[src/rtl/riscv_pkg.sv]
// Shared RV32I core definitions: datapath width, canonical NOP, fetch FSM
// states and the IF/ID pipeline register layout used by fetch and decode.
package riscv_pkg;

  localparam int XLEN = 32;
  localparam logic [31:0] NOP_INSTR = 32'h0000_0013;  // addi x0, x0, 0

  typedef enum logic {
    IDLE = 1'b0,
    PEND = 1'b1
  } fetch_state_t;

  typedef struct packed {
    logic            valid;
    logic [31:0]     instr;
    logic [XLEN-1:0] pc;
    logic [XLEN-1:0] pc_plus4;
  } if_id_t;

endpackage

[src/rtl/if_id_reg.sv]
// IF/ID pipeline register. Priority: flush > load > stall hold > consume-clear,
// so the decoder sees NOP whenever the entry is not valid.
module if_id_reg
  import riscv_pkg::*;
(
  input  logic   clk,
  input  logic   rst_n,
  input  logic   flush,
  input  logic   load,
  input  logic   stall,
  input  if_id_t load_data,
  output if_id_t entry_reg
);

  always_ff @(posedge clk or negedge rst_n) begin
    if (!rst_n) begin
      entry_reg.valid    <= 1'b0;
      entry_reg.instr    <= NOP_INSTR;
      entry_reg.pc       <= '0;
      entry_reg.pc_plus4 <= '0;
    end else if (flush) begin
      entry_reg.valid <= 1'b0;
      entry_reg.instr <= NOP_INSTR;
    end else if (load) begin
      entry_reg <= load_data;
    end else if (!(entry_reg.valid && stall)) begin
      // Consumed (or already empty): park a NOP; PC fields are don't-care.
      entry_reg.valid <= 1'b0;
      entry_reg.instr <= NOP_INSTR;
    end
  end

endmodule

[src/rtl/fetch_stage.sv]
// RV32I instruction fetch: PC, single-outstanding imem request FSM and the
// IF/ID register, with decode stalls and execute redirects (wrong-path kill).
module fetch_stage
#(
  parameter int              XLEN     = 32,
  parameter logic [XLEN-1:0] RESET_PC = '0
)
(
  input  logic            clk,
  input  logic            rst_n,
  output logic            imem_req_valid,
  input  logic            imem_req_ready,
  output logic [XLEN-1:0] imem_req_addr,
  input  logic            imem_rsp_valid,
  output logic            imem_rsp_ready,
  input  logic [31:0]     imem_rsp_data,
  input  logic            redirect_valid,
  input  logic [XLEN-1:0] redirect_pc,
  input  logic            id_stall,
  output logic            if_id_valid,
  output logic [31:0]     if_id_instr,
  output logic [XLEN-1:0] if_id_pc,
  output logic [XLEN-1:0] if_id_pc_plus4
);
  import riscv_pkg::*;

  fetch_state_t    state_reg, state_next;
  logic            kill_reg, kill_next;
  logic [XLEN-1:0] pc_reg, pend_pc_reg;
  logic [XLEN-1:0] redirect_target;
  logic            req_fire, rsp_fire, slot_free, live_rsp;
  if_id_t          if_id, load_data;

  assign slot_free       = !if_id.valid || !id_stall;
  assign imem_rsp_ready  = kill_reg || slot_free;
  assign rsp_fire        = imem_rsp_valid && imem_rsp_ready;
  assign redirect_target = redirect_pc & ~XLEN'(3);

  // A new request may overlap the cycle the previous response lands,
  // which sustains one fetch per cycle against a zero-wait memory.
  assign imem_req_valid = rst_n && !redirect_valid &&
                          ((state_reg == IDLE) ||
                           ((state_reg == PEND) && rsp_fire && !kill_reg));
  assign imem_req_addr  = pc_reg;
  assign req_fire       = imem_req_valid && imem_req_ready;

  assign live_rsp = rsp_fire && (state_reg == PEND) && !kill_reg && !redirect_valid;

  always_comb begin
    state_next = state_reg;
    if (req_fire)
      state_next = PEND;
    else if (rsp_fire)
      state_next = IDLE;
  end

  // An in-flight request at redirect time belongs to the wrong path.
  always_comb begin
    kill_next = kill_reg && !rsp_fire;
    if (redirect_valid)
      kill_next = (state_reg == PEND) && !rsp_fire;
  end

  always_ff @(posedge clk or negedge rst_n) begin
    if (!rst_n) begin
      pc_reg      <= RESET_PC;
      pend_pc_reg <= '0;
      state_reg   <= IDLE;
      kill_reg    <= 1'b0;
    end else begin
      state_reg <= state_next;
      kill_reg  <= kill_next;
      if (redirect_valid)
        pc_reg <= redirect_target;
      else if (req_fire)
        pc_reg <= pc_reg + XLEN'(4);
      if (req_fire)
        pend_pc_reg <= pc_reg;
    end
  end

  assign load_data = {1'b1, imem_rsp_data, pend_pc_reg, pend_pc_reg + XLEN'(4)};

  if_id_reg u_if_id_reg (
    .clk       (clk),
    .rst_n     (rst_n),
    .flush     (redirect_valid),
    .load      (live_rsp),
    .stall     (id_stall),
    .load_data (load_data),
    .entry_reg (if_id)
  );

  assign if_id_valid    = if_id.valid;
  assign if_id_instr    = if_id.instr;
  assign if_id_pc       = if_id.pc;
  assign if_id_pc_plus4 = if_id.pc_plus4;

endmodule

[config.mk]
export PLATFORM = sky130hd
export DESIGN_NAME = fetch_stage
export DESIGN_NICKNAME = d
export VERILOG_FILES = /design/src/rtl/riscv_pkg.sv /design/src/rtl/if_id_reg.sv /design/src/rtl/fetch_stage.sv
export SDC_FILE = /design/constraint.sdc
export NUM_CORES = 1
export LEC_CHECK = 0
export ABC_AREA = 0
export CAP_MARGIN = 20
export CORE_ASPECT_RATIO = 0.5
export CORE_MARGIN = 3
export CORE_UTILIZATION = 27
export DETAILED_ROUTE_END_ITERATION = 7
export PLACE_DENSITY = 0.52
export SLEW_MARGIN = 15
export SYNTH_ARGS = -nofsm -noshare
export SYNTH_HDL_FRONTEND = slang
export SYNTH_SLANG_ARGS = --single-unit
export TNS_END_PERCENT = 50
[constraint.sdc]
create_clock -name clk -period 3.5 [get_ports clk]
set_input_delay 0.7 -clock clk [delete_from_list [all_inputs] [get_ports clk]]
set_output_delay 0.7 -clock clk [all_outputs]
set_load 0.01 [all_outputs]
Word level (Yosys, flattened, before mapping):

Index checks and enable logic that the tools add are counted.
W data, S select, Z words.

* input bits: 70
* logic and storage cells: 42
* output and inout port bits: 131
* register bits after elaboration: 163

* $add $sub $neg: 2
* reduce and logical (&&, ||, !) cells: 21
* bitwise logic cells: 2
* multiplexer cells: 8
* equal/unequal tests: 1

Operators with widths (number)
* $mux W33: 3
* $add A32 B3 Y32 const B: 2
* $mux W32: 2
* $logic_and A1 B1 Y1: 10
* $logic_not A1 Y1: 5
* $reduce_bool A2 Y1: 2
* $logic_or A1 B1 Y1: 3
* $mux W1: 3
* $ne A3 B3 Y1 const B: 1
* $not A1 Y1: 2
* $reduce_and A2 Y1: 1

Depth between registers and ports, before layout:

* depth in word-level cells: 11
* mapped depth: 6

Hierarchy:

Synthesis repeated with hierarchy kept, for this count alone.

* cells, all modules: 713
* area, all modules: 7807.5 um2

Modules (own cells, without submodules)
* if_id_reg: cells an instance 285, area each 4199.0 um2, times used 1
* fetch_stage: cells an instance 428, area each 3608.5 um2, times used 1

Worst setup path before layout:

OpenSTA, ideal clock, no wires.

* path kind: in2out
* start: input port redirect_valid
* end: output port imem_req_valid
* cell stages on the path: 3
* setup slack: 1.348 ns
* arrival time: 1.452 ns
* data required time: 2.800 ns
* cells stage by stage: clkbuf_1 > clkinv_1 > and3_1

* longest elaborated chain between the ends: 3

RTL lines
* start, declared: RTL line fetch_stage.sv:17 `input logic redirect_valid,`
* $logic_not A1 Y1: RTL line fetch_stage.sv:41 `assign imem_req_valid = rst_n && !redirect_valid &&`
* $logic_and A1 B1 Y1 (2 in series): RTL line fetch_stage.sv:41
* end, declared: RTL line fetch_stage.sv:11 `output logic imem_req_valid,`

Every way passes these cells.

Worst setup path after layout:

* start: input port imem_rsp_valid
* end: output port imem_req_valid

* longest elaborated chain between the ends: 5

RTL lines
* start, declared: RTL line fetch_stage.sv:14 `input logic imem_rsp_valid,`
* $logic_and A1 B1 Y1: RTL line fetch_stage.sv:36 `assign rsp_fire = imem_rsp_valid && imem_rsp_ready;`
* $logic_and A1 B1 Y1 (2 in series): RTL line fetch_stage.sv:43 `((state_reg == PEND) && rsp_fire && !kill_reg));`
* $logic_or A1 B1 Y1: RTL line fetch_stage.sv:42 `((state_reg == IDLE) ||`
* $logic_and A1 B1 Y1: RTL line fetch_stage.sv:41

Every way passes these cells.

==> out/qor.txt <==
Crit Path Max Fanout: 4
share of layout cells above drive strength 1: 10.39%
Post-Syn Area: 6942 um^2
Max Fclk: 0.3229 GHz
Placer Congestion: 0.8021
flip-flop count of the largest register after layout: 93
syn avg cell area: 10.27 um^2
Clock Latency Late Sink: 0.45 ns
PwrDens: 595.7 nW/um^2
ys async rst share: 100.0%
total core area: 24620 um^2
die area: 27790 um^2
worst r2r src: imem_req_addr[10]
# DRC: 0
nets: 935
most frequent CP cell: clkdlybuf4s50_1
CTS root buf: clkbuf_16
MaxCap Viol Count: 0
R2R cell count: 5
crit-path cells: clkdlybuf4s50_1 > nand2b_1 > o21ai_0 > and3_1 > clkdlybuf4s50_1
CTS tree: built
Final period util: 88.48%
Initial DRC Count: 378
final WL: 21200 um
# port buffers: 192
final count of hold timing violations: 0
drt wl/cell: 17.49 um
Setup TNS Final: 0 ns
status: completed
Final Setup Violations: 0
Lkg Pwr: 4.115 nW
Setup CP Type: in -> out
Hold Crit Class: in -> async
gr usage total: 15.49%
CP arrival: 2.40 ns
initial core utilization: 28.19%
via count of the first global-routing pass: 5544
FILL cells: 2463
Cell Rows: 40
Yosys warnings: 0
CP delay by family, top: buffers and inverters
antenna violations before repair: 2
CP endpoint kind: primary output
RR Endpoint: imem_req_addr[20]
P_int: 4.043 mW
#FFs+latches synth: 155
vias per inst: 4.691
most frequent cells in the layout: clkdlybuf4s50_1 (190), nand2_1 (166), dfrtp_1 (152), o21ai_0 (58), mux2_2 (30)
area grow syn2layout: 41.65%
Seq pwr share: 43.6%
Max Transition Viols Final: 0
total setup buffers inserted after CTS: 0
Post-DRT Antenna Nets: 0
Worst slew margin: 42.26%
H-tree levels: 4
cts repair resizes: 0
EDFF count, synth: 0
required time worst endpoint: 2.80 ns
height of the die: 119.4 um
Post-Syn Instances: 676
hold buffer count at cts: 0
Sw Ratio: 30.97%
Post-synth top flop: dfrtp_1
first-pass GRT wire length: 32790 um
commonest non-fill, non-tap cell in the layout: clkdlybuf4s50_1
clock network fraction of design power: 31.9%
crit start category: input pin
skew final: 0.009155 ns
DR pass1 iterations: 4
Seq/Total Area, Yosys: 55.93%
total I/O pin count: 201
pin count of the biggest net entering global routing: 95
Cell variety after synth: 43
Worst VDD drop: 0.2630 mV
ant diodes: 0
minimum clock period: 3.097 ns
Die W: 232.8 um
CTS buffer count: 17
Psw: 1.814 mW
Worst-Margin Slew: 0.8660 ns
Worst Path Buf+Inv: 2
CTS Buffer Depth: 2
total grt overflow: 0
CTS clock-pin slew for the worst setup and hold paths: 0.06 ns
clk sinks: 155
via count: 5685
CP max stage cell: clkdlybuf4s50_1
hold_ws: 0.03970 ns
Logic pwr share: 24.5%
hpwl dp: 15400 um
slowest stage delay, CP: 0.55 ns
r2r setup slk: 1.36 ns
RSZ-0062 raised after global routing: no
stage by stage:
stage / instance area [um^2] / worst slack, ns / std cells / util [%] / total power, mW
after floorplan: 6960 / 1.348 / 681 / - / 3.080
after global placement: 9215 / 0.4175 / 1179 / 37.42 / 4.023
after detailed placement: 9215 / 0.3571 / 1179 / 37.42 / 4.047
after CTS: 9806 / 0.3522 / 1211 / 39.82 / 5.949
after global routing: 9833 / 0.2526 / 1212 / 39.93 / 6.178
final: 9833 / 0.4034 / 1212 / 39.93 / 5.857
cells by family after synthesis:
group,after synthesis,share of synthesized area [%]
AOI/OAI and AO/OA,101,9.301
xor gates and xnor gates,54,6.813
adders and majority gates,2,0.3604
buffers and inverters,53,3.533
DFF,155,55.93
muxes,32,5.155
other,1,0.05402
and+or+nand+nor,278,18.85
cells in the mapped netlist, drive strengths merged, types with 7 or more instances:
master / number / share of area (%)
nand2: 166 / 9.0
dfrtp: 152 / 55
o21ai: 59 / 4.3
mux2: 30 / 4.9
a22o: 29 / 3.7
clkbuf: 29 / 1.6
xnor2: 29 / 3.7
xor2: 25 / 3.2
nand3: 23 / 1.7
nand4: 20 / 1.9
nor4: 19 / 1.8
buf: 15 / 1.5
nor2: 12 / 0.65
and3: 9 / 0.81
nor3: 9 / 0.72
inv: 8 / 0.43
and4: 7 / 0.88
final cells by class:
type                    instances  area (um^2)  share of cell area (%)
clock buffers                  20        456.7                   4.644
clock inverters                12        133.9                   1.361
inverters                       9        33.78                  0.3436
flip-flops and latches        155         3882                   39.48
well taps                     336        420.4                   4.275
repair buffers                207         2051                   20.86
multi-input cells             473         2855                   29.04
metal layers:
metal  track usage, %  routed length, um  share of wire [%]
met5                0                 16              0.075
met4            4.647                354                1.7
met3            4.541               1148                5.4
met2            23.66               9884                 47
met1            21.20               9796                 46
worst max path at each step:
stage	from	to	slack, ns	depth (start not counted)
after floorplan	redirect_valid	imem_req_valid	1.35	3
after global placement	imem_rsp_valid	imem_req_valid	0.42	5
after detailed placement	imem_rsp_valid	imem_req_valid	0.36	5
after CTS	imem_rsp_valid	imem_req_valid	0.35	5
after global routing	imem_rsp_valid	imem_req_valid	0.25	5
final	imem_rsp_valid	imem_req_valid	0.40	5
power by group through the flow:
stage               Combinational [mW]  Sequential, mW  Clock [mW]
floorplan                        0.468            2.61           0
global placement                  1.44            2.58           0
detailed placement                1.46            2.59           0
CTS                               1.46            2.56        1.93
global route                      1.57            2.61        1.99
finish                            1.44            2.55        1.87
Power figures use the tool's default switching activity.
